<file path="config.mk">
export PLATFORM = sky130hd
export DESIGN_NAME = lap_timer_flat
export DESIGN_NICKNAME = d
export VERILOG_FILES = /design/src/rtl/lap_timer_pkg.sv /design/src/rtl/lap_timer_if.sv /design/src/rtl/lap_timer_bcd_digit.sv /design/src/rtl/lap_timer.sv /design/src/flat_wrapper.sv
export SDC_FILE = /design/constraint.sdc
export NUM_CORES = 1
export LEC_CHECK = 0
export BUFFER_PORTS_ARGS = -buffer_cell sky130_fd_sc_hd__buf_2
export CAP_MARGIN = 10
export CORE_MARGIN = 4
export CORE_UTILIZATION = 50
export DETAILED_ROUTE_END_ITERATION = 8
export HOLD_SLACK_MARGIN = 0.06
export PLACE_DENSITY = 0.73
export SYNTH_ARGS = -nofsm -noshare
export SYNTH_HDL_FRONTEND = slang
export SYNTH_HIERARCHICAL = 1
export SYNTH_SLANG_ARGS = --single-unit
export TNS_END_PERCENT = 5
</file>
<file path="constraint.sdc">
create_clock -name clk -period 9.6 [get_ports clk]
set_input_delay 1.92 -clock clk [delete_from_list [all_inputs] [get_ports clk]]
set_output_delay 1.92 -clock clk [all_outputs]
set_load 0.005 [all_outputs]
</file>
<file path="src/rtl/lap_timer_pkg.sv">
// Shared types and constants for the lap timer: FSM encoding, BCD digit
// geometry, digit limits and the load-value validity check.
package lap_timer_pkg;

    typedef enum logic [1:0] {
        ST_STOP = 2'd0,
        ST_RUN  = 2'd1,
        ST_DONE = 2'd2
    } state_e;

    localparam int DIGIT_W    = 4;
    localparam int TIME_W     = 24;
    localparam int NUM_DIGITS = TIME_W / DIGIT_W;

    // Tens-of-minutes/seconds roll at 5, every other digit at 9.
    localparam logic [DIGIT_W-1:0] TENS_MAX  = 4'd5;
    localparam logic [DIGIT_W-1:0] UNITS_MAX = 4'd9;

    // True when t is a legal packed BCD time {hh, mm, ss} with hh <= hr_max.
    function automatic logic bcd_time_valid(input logic [TIME_W-1:0] t, input int hr_max);
        logic ok;
        int   hrs;
        ok = 1'b1;
        for (int i = 0; i < NUM_DIGITS; i++) begin
            if (t[i*DIGIT_W +: DIGIT_W] > UNITS_MAX) ok = 1'b0;
        end
        if (t[7:4]   > TENS_MAX) ok = 1'b0;
        if (t[15:12] > TENS_MAX) ok = 1'b0;
        hrs = 10 * int'(t[23:20]) + int'(t[19:16]);
        if (hrs > hr_max) ok = 1'b0;
        return ok;
    endfunction

endpackage

</file>
<file path="src/rtl/lap_timer_if.sv">
// Control/status bundle of the lap timer. The master side drives the
// buttons and load path; the slave side (the timer) returns time and flags.
interface lap_timer_if;
    import lap_timer_pkg::*;

    logic              start_stop;
    logic              clear;
    logic              lap;
    logic              dir;
    logic              load;
    logic [TIME_W-1:0] load_val;
    logic [TIME_W-1:0] time_out;
    logic [TIME_W-1:0] lap_out;
    logic              lap_valid;
    logic              running;
    logic              expired;
    logic              wrap;

    modport master (
        output start_stop, clear, lap, dir, load, load_val,
        input  time_out, lap_out, lap_valid, running, expired, wrap
    );

    modport slave (
        input  start_stop, clear, lap, dir, load, load_val,
        output time_out, lap_out, lap_valid, running, expired, wrap
    );

endinterface

</file>
<file path="src/rtl/lap_timer_bcd_digit.sv">
// One up/down BCD digit rolling between 0 and MAX. Clear beats load beats
// count; co_o flags that this enabled step rolls over (up) or borrows (down).
module bcd_digit
    import lap_timer_pkg::*;
#(
    parameter logic [DIGIT_W-1:0] MAX = UNITS_MAX
) (
    input  logic               clk,
    input  logic               rstn,
    input  logic               clr_i,
    input  logic               ld_i,
    input  logic [DIGIT_W-1:0] ld_val_i,
    input  logic               en_i,
    input  logic               dir_i,
    output logic [DIGIT_W-1:0] q_o,
    output logic               co_o
);

    logic [DIGIT_W-1:0] q_q, q_d;

    // Next digit value: clear, then load, then one count step when enabled.
    always_comb begin
        q_d = q_q;
        if (clr_i) begin
            q_d = '0;
        end else if (ld_i) begin
            q_d = ld_val_i;
        end else if (en_i) begin
            if (dir_i) q_d = (q_q == '0)  ? MAX : q_q - 4'd1;
            else       q_d = (q_q == MAX) ? '0  : q_q + 4'd1;
        end
    end

    // Digit register.
    always_ff @(posedge clk or negedge rstn) begin
        if (!rstn) q_q <= '0;
        else       q_q <= q_d;
    end

    assign q_o  = q_q;
    assign co_o = en_i & (dir_i ? (q_q == '0) : (q_q == MAX));

endmodule

</file>
<file path="src/rtl/lap_timer.sv">
// Stopwatch / countdown timer in packed BCD hh:mm:ss with split capture.
// Button inputs are edge-detected; the time is a ripple chain of BCD digits
// advanced by a prescaled tick while running.
module lap_timer
    import lap_timer_pkg::*;
#(
    parameter int TICK_DIV = 1,
    parameter int HR_MAX   = 99
) (
    input  logic        clk,
    input  logic        rstn,
    lap_timer_if.slave  tmr
);

    localparam int                PW         = (TICK_DIV > 1) ? $clog2(TICK_DIV) : 1;
    localparam logic [PW-1:0]     PRESC_LAST = PW'(TICK_DIV - 1);
    localparam logic [7:0]        HR_MAX_BCD = 8'(((HR_MAX / 10) << 4) | (HR_MAX % 10));
    localparam logic [TIME_W-1:0] TIME_MAX   = {HR_MAX_BCD, 16'h5959};

    // Button edge detect: bit 0 start_stop, bit 1 clear, bit 2 lap.
    logic [2:0] btn_raw, s0_q, s1_q, btn_edge;
    logic       start_e, clr_e, lap_e;

    state_e            state_q, state_d;
    logic              dir_q;
    logic [PW-1:0]     presc_q, presc_d;
    logic [TIME_W-1:0] time_w;
    logic [TIME_W-1:0] lap_q;
    logic              lap_valid_q;
    logic              wrap_q;

    logic tick, load_ok, run_go, up_wrap, down_done;
    logic [NUM_DIGITS-1:0] en_w;
    logic top_carry_unused;

    assign btn_raw  = {tmr.lap, tmr.clear, tmr.start_stop};
    assign btn_edge = ~s1_q & s0_q;
    assign start_e  = btn_edge[0];
    assign clr_e    = btn_edge[1];
    assign lap_e    = btn_edge[2];

    // Two-flop shift per button; an edge is a fresh 0->1 in the pair.
    always_ff @(posedge clk or negedge rstn) begin
        if (!rstn) begin
            s0_q <= '0;
            s1_q <= '0;
        end else begin
            s0_q <= btn_raw;
            s1_q <= s0_q;
        end
    end

    assign tick      = (state_q == ST_RUN) && (presc_q == PRESC_LAST);
    assign load_ok   = tmr.load && !clr_e && (state_q != ST_RUN)
                       && bcd_time_valid(tmr.load_val, HR_MAX);
    // A countdown from zero would expire immediately, so that start is ignored.
    assign run_go    = start_e && !clr_e && !load_ok && (state_q == ST_STOP)
                       && !(tmr.dir && (time_w == '0));
    assign up_wrap   = tick && !dir_q && (time_w == TIME_MAX);
    assign down_done = tick && dir_q && (time_w == TIME_W'(1));

    // FSM state register.
    always_ff @(posedge clk or negedge rstn) begin
        if (!rstn) state_q <= ST_STOP;
        else       state_q <= state_d;
    end

    // FSM next state: clear, then load, then start toggle, then countdown expiry.
    always_comb begin
        state_d = state_q;
        if (clr_e || load_ok) begin
            state_d = ST_STOP;
        end else if (start_e) begin
            case (state_q)
                ST_STOP: if (run_go) state_d = ST_RUN;
                ST_RUN:  state_d = ST_STOP;
                default: state_d = ST_STOP;
            endcase
        end else if (down_done) begin
            state_d = ST_DONE;
        end
    end

    // FSM outputs decoded from the registered state.
    always_comb begin
        tmr.running = (state_q == ST_RUN);
        tmr.expired = (state_q == ST_DONE);
    end

    // Count direction is frozen for the whole run at the moment it starts.
    always_ff @(posedge clk or negedge rstn) begin
        if (!rstn)       dir_q <= 1'b0;
        else if (run_go) dir_q <= tmr.dir;
    end

    // Prescaler: advances only while running, zeroed by clear or load.
    always_comb begin
        presc_d = presc_q;
        if (clr_e || load_ok)       presc_d = '0;
        else if (state_q == ST_RUN) presc_d = tick ? '0 : presc_q + 1'b1;
    end

    // Prescaler register.
    always_ff @(posedge clk or negedge rstn) begin
        if (!rstn) presc_q <= '0;
        else       presc_q <= presc_d;
    end

    // Digit chain, seconds units first. The hour limit spans two digits, so
    // the full-scale rollover is a top-level clear rather than a digit carry.
    assign en_w[0] = tick;

    for (genvar g = 0; g < NUM_DIGITS; g++) begin : g_dig
        logic [DIGIT_W-1:0] q_w;
        logic               co_w;

        bcd_digit #(
            .MAX ((g == 1 || g == 3) ? TENS_MAX : UNITS_MAX)
        ) u_digit (
            .clk      (clk),
            .rstn     (rstn),
            .clr_i    (clr_e | up_wrap),
            .ld_i     (load_ok),
            .ld_val_i (tmr.load_val[g*DIGIT_W +: DIGIT_W]),
            .en_i     (en_w[g]),
            .dir_i    (dir_q),
            .q_o      (q_w),
            .co_o     (co_w)
        );

        assign time_w[g*DIGIT_W +: DIGIT_W] = q_w;

        if (g < NUM_DIGITS - 1) begin : g_carry
            assign en_w[g+1] = co_w;
        end else begin : g_top
            assign top_carry_unused = co_w;
        end
    end

    // Split capture takes the registered (pre-tick) time; clear drops it.
    always_ff @(posedge clk or negedge rstn) begin
        if (!rstn) begin
            lap_q       <= '0;
            lap_valid_q <= 1'b0;
        end else if (clr_e) begin
            lap_valid_q <= 1'b0;
        end else if (lap_e) begin
            lap_q       <= time_w;
            lap_valid_q <= 1'b1;
        end
    end

    // Single-cycle rollover pulse for up counts.
    always_ff @(posedge clk or negedge rstn) begin
        if (!rstn) wrap_q <= 1'b0;
        else       wrap_q <= up_wrap && !clr_e;
    end

    assign tmr.time_out  = time_w;
    assign tmr.lap_out   = lap_q;
    assign tmr.lap_valid = lap_valid_q;
    assign tmr.wrap      = wrap_q;

endmodule

</file>
<file path="src/flat_wrapper.sv">
// flat-port wrapper written by rule: the top's interface ports become plain ports
module lap_timer_flat import lap_timer_pkg::*;
#(
    parameter int TICK_DIV = 1,
    parameter int HR_MAX   = 99
)
  (clk, rstn, tmr_start_stop, tmr_clear, tmr_lap, tmr_dir, tmr_load, tmr_load_val, tmr_time_out, tmr_lap_out, tmr_lap_valid, tmr_running, tmr_expired, tmr_wrap);
  lap_timer_if tmr_i ();
  input  logic clk;
  input  logic rstn;
  input wire logic [$bits(tmr_i.start_stop)-1:0] tmr_start_stop;
  input wire logic [$bits(tmr_i.clear)-1:0] tmr_clear;
  input wire logic [$bits(tmr_i.lap)-1:0] tmr_lap;
  input wire logic [$bits(tmr_i.dir)-1:0] tmr_dir;
  input wire logic [$bits(tmr_i.load)-1:0] tmr_load;
  input wire logic [$bits(tmr_i.load_val)-1:0] tmr_load_val;
  output wire logic [$bits(tmr_i.time_out)-1:0] tmr_time_out;
  output wire logic [$bits(tmr_i.lap_out)-1:0] tmr_lap_out;
  output wire logic [$bits(tmr_i.lap_valid)-1:0] tmr_lap_valid;
  output wire logic [$bits(tmr_i.running)-1:0] tmr_running;
  output wire logic [$bits(tmr_i.expired)-1:0] tmr_expired;
  output wire logic [$bits(tmr_i.wrap)-1:0] tmr_wrap;
  assign tmr_i.start_stop = tmr_start_stop;
  assign tmr_i.clear = tmr_clear;
  assign tmr_i.lap = tmr_lap;
  assign tmr_i.dir = tmr_dir;
  assign tmr_i.load = tmr_load;
  assign tmr_i.load_val = tmr_load_val;
  assign tmr_time_out = tmr_i.time_out;
  assign tmr_lap_out = tmr_i.lap_out;
  assign tmr_lap_valid = tmr_i.lap_valid;
  assign tmr_running = tmr_i.running;
  assign tmr_expired = tmr_i.expired;
  assign tmr_wrap = tmr_i.wrap;
  lap_timer #(.TICK_DIV(TICK_DIV), .HR_MAX(HR_MAX)) u_core (.clk(clk), .rstn(rstn), .tmr(tmr_i));
endmodule
</file>
==> results.ini <==
[setup_path]
cp_slowest_cell=nor3_1
crit_buf_inv=4
cp-start-kind=register
path_delay_family=simple AND/OR/NAND/NOR gates
cp-end-kind=register
cp_max_fo=8
crit_type=register to register
cp_cell_sequence=nand2b_1 > nor2_1 > inv_1 > nor3_1 > and3b_1 > inv_1 > nor3_1 > and3b_1 > inv_1 > nor3_1 > inv_1 > a221o_1 > a221oi_2
cp_common_cell=inv_1
worst_ep_arrival_time_ps=5220
critPathMaxStageDelay_ps=760
crit_required_ps=9830

[floorplan]
top_level_ports=83
start_util=0.509
die_h_um=102
die_w_um=102
die-area_mm2=0.0104
num_rows=34
core_mm2=0.00868

[pwr]
power_uw=993
seqPwrFrac=0.383
p_sw_uw=383
swShare=0.385
p_per_area_mw_per_mm2=198
p_comb_frac=0.413
p_int_uw=610
peakVddDrop_mv=0.0755
pwr-share-clk=0.204
p_leak_nw=2.39

[finish]
nets=606
multi_input_area_mm2=0.00259
nFillCells=798
diodes=0
final-seq-area_mm2=0.00150
final_cells=654
syn2layout_area_growth_pct=13.4
drive_above_1_share=0.289

[timing]
finalHoldViolations=0
drv_slew=0
worst_pin_slew_ps=1160
rsz0062_at_grt=no
post-route-period-util=0.519
finalCriticalPeriod_ps=4990
maxSlewHeadroom=0.227
finalSetupTns_ps=0
fmax_mhz=201
finalClockSkew_ps=12.9
report.final.setup_viol=0

[global_route]
grt_use_met1=0.281
grt_first_pass_wirelength_um=18000
gr-total-overflow=0
antenna_found_initial=0
met2_usage=0.366
met3_usage=0.0416
grt.busiest_layer=met2
grt_max_degree=61
grt_usage=0.217
grt_pass1_vias=3757

[clock_tree]
htreeDepth=3
cts_tree=built
cts.sink_count=60
cts_resized=0
postCtsSetupBuffers=0
clock_latency_ps=350
ctsLongestPathBuffers=2
cts.hold.buffers_added=0
cts_buffers=9
cts_root_buffer=clkbuf_8
clkSlewWorstSetupHoldPaths_ps=60

[drt]
drc=0
drt-vias-per-instance=5.75
wire_per_inst_um=16.5
wirelength_um=10800
vias=3760
ant_nets=0
drt_iter0_markers=221
dr.pass1.iters=4

[worst_hold_path]
holdCritPathClass=register to register

[status]
status=complete, no violations

[logic_synthesis]
post_synth_inst_count=466
syn_area_mm2=0.00442
syn-num-nets=530
avgSynthCellArea_um2=9.48
synth_warnings=6

[place]
hpwlAfterDp_um=7640
place_inst=639
gp_congestion=0.862
io_buffer_count=82

[flow_run]
max_cap_viol_count=0

flip-flops by register name (all words and copies together) (netlist names):
signal / flops
u_core/g_dig.u_digit/q_o: 24
u_core/s0_q: 3
u_core/tmr.lap_out: 24
u_core/tmr.wrap: 1
u_core/s1_q: 3
u_core/presc_q: 1
u_core/state_q: 2
u_core/tmr.lap_valid: 1
u_core/dir_q: 1
final cells by class:
| class | instances | share of cell area |
|---|---|---|
| multi-input combinational | 338 | 0.517 |
| sequential | 60 | 0.300 |
| timing repair buffer | 85 | 0.0864 |
| inverter | 48 | 0.0360 |
| clock buffer | 13 | 0.0317 |
| tap | 108 | 0.0270 |
| clock inverter | 2 | 0.00200 |
through the flow:
stage / utilization / cell area, µm² / setup WS [ps] / hold WS [ps]
floorplan: - / 4420 / 5030 / 347
global placement: 0.558 / 4840 / 4820 / 356
detailed placement: 0.558 / 4840 / 4700 / 362
CTS: 0.577 / 5010 / 4700 / 376
global route: 0.577 / 5010 / 4220 / 385
finish: 0.577 / 5010 / 4610 / 378
cells in the final DEF, fill, tap and decap left out, types with 7 or more instances in the layout:
cell       n
a21oi_1   27
dfrtp_1   60
nor3_1     9
ha_1      31
nor2b_1   13
nor2_1    32
nor4_1     7
buf_2     82
clkbuf_8  11
o21ai_0   17
inv_1     48
mux2_2    28
nand2_1   40
layer usage:
layer  wire, µm  part of all wire  vias to the layer above
met1       4660              0.43                     1817
li1           -                 -                     1828
met3        661             0.061                       12
met4        150             0.014                        0
met5          0                 0                        -
met2       5300              0.49                      103
worst register-to-register path, delay by kind of cell (launching register included):
family                 cells  cell delay [ps]
AO/OA/AOI/OAI              2              520
flip-flops                 1              410
AND/OR/NAND/NOR            7             3370
buffers and inverters      4              590
power groups by stage:
stage | Combinational, mW | Clock (mW) | Sequential (mW)
after CTS | 0.408 | 0.212 | 0.381
after global placement | 0.393 | 0 | 0.384
after floorplan | 0.298 | 0 | 0.371
after global routing | 0.460 | 0.225 | 0.393
final | 0.410 | 0.203 | 0.381
after detailed placement | 0.406 | 0 | 0.386
final timing paths:
kind / slack (ps) / end / start / cells past startpoint
worst max-delay path: 4610 / u_core/g_dig[5].u_digit/q_o[3]$_DFFE_PN0P_ / u_core/state_q[1]$_DFFE_PN0P_ / 13
worst min-delay path: 380 / u_core/s1_q[2]$_DFF_PN0_ / u_core/s0_q[2]$_DFF_PN0_ / 0
worst max register to register: 4610 / u_core/g_dig[5].u_digit/q_o[3]$_DFFE_PN0P_ / u_core/state_q[1]$_DFFE_PN0P_ / 13
worst min register to register: 380 / u_core/s1_q[2]$_DFF_PN0_ / u_core/s0_q[2]$_DFF_PN0_ / 0
max in group asynchronous: 7330 / u_core/state_q[1]$_DFFE_PN0P_ / rstn / 2
min in group asynchronous: 1730 / u_core/tmr.lap_out[12]$_DFFE_PN0P_ / rstn / 2
No activity file was read; power rests on OpenSTA's default activity.
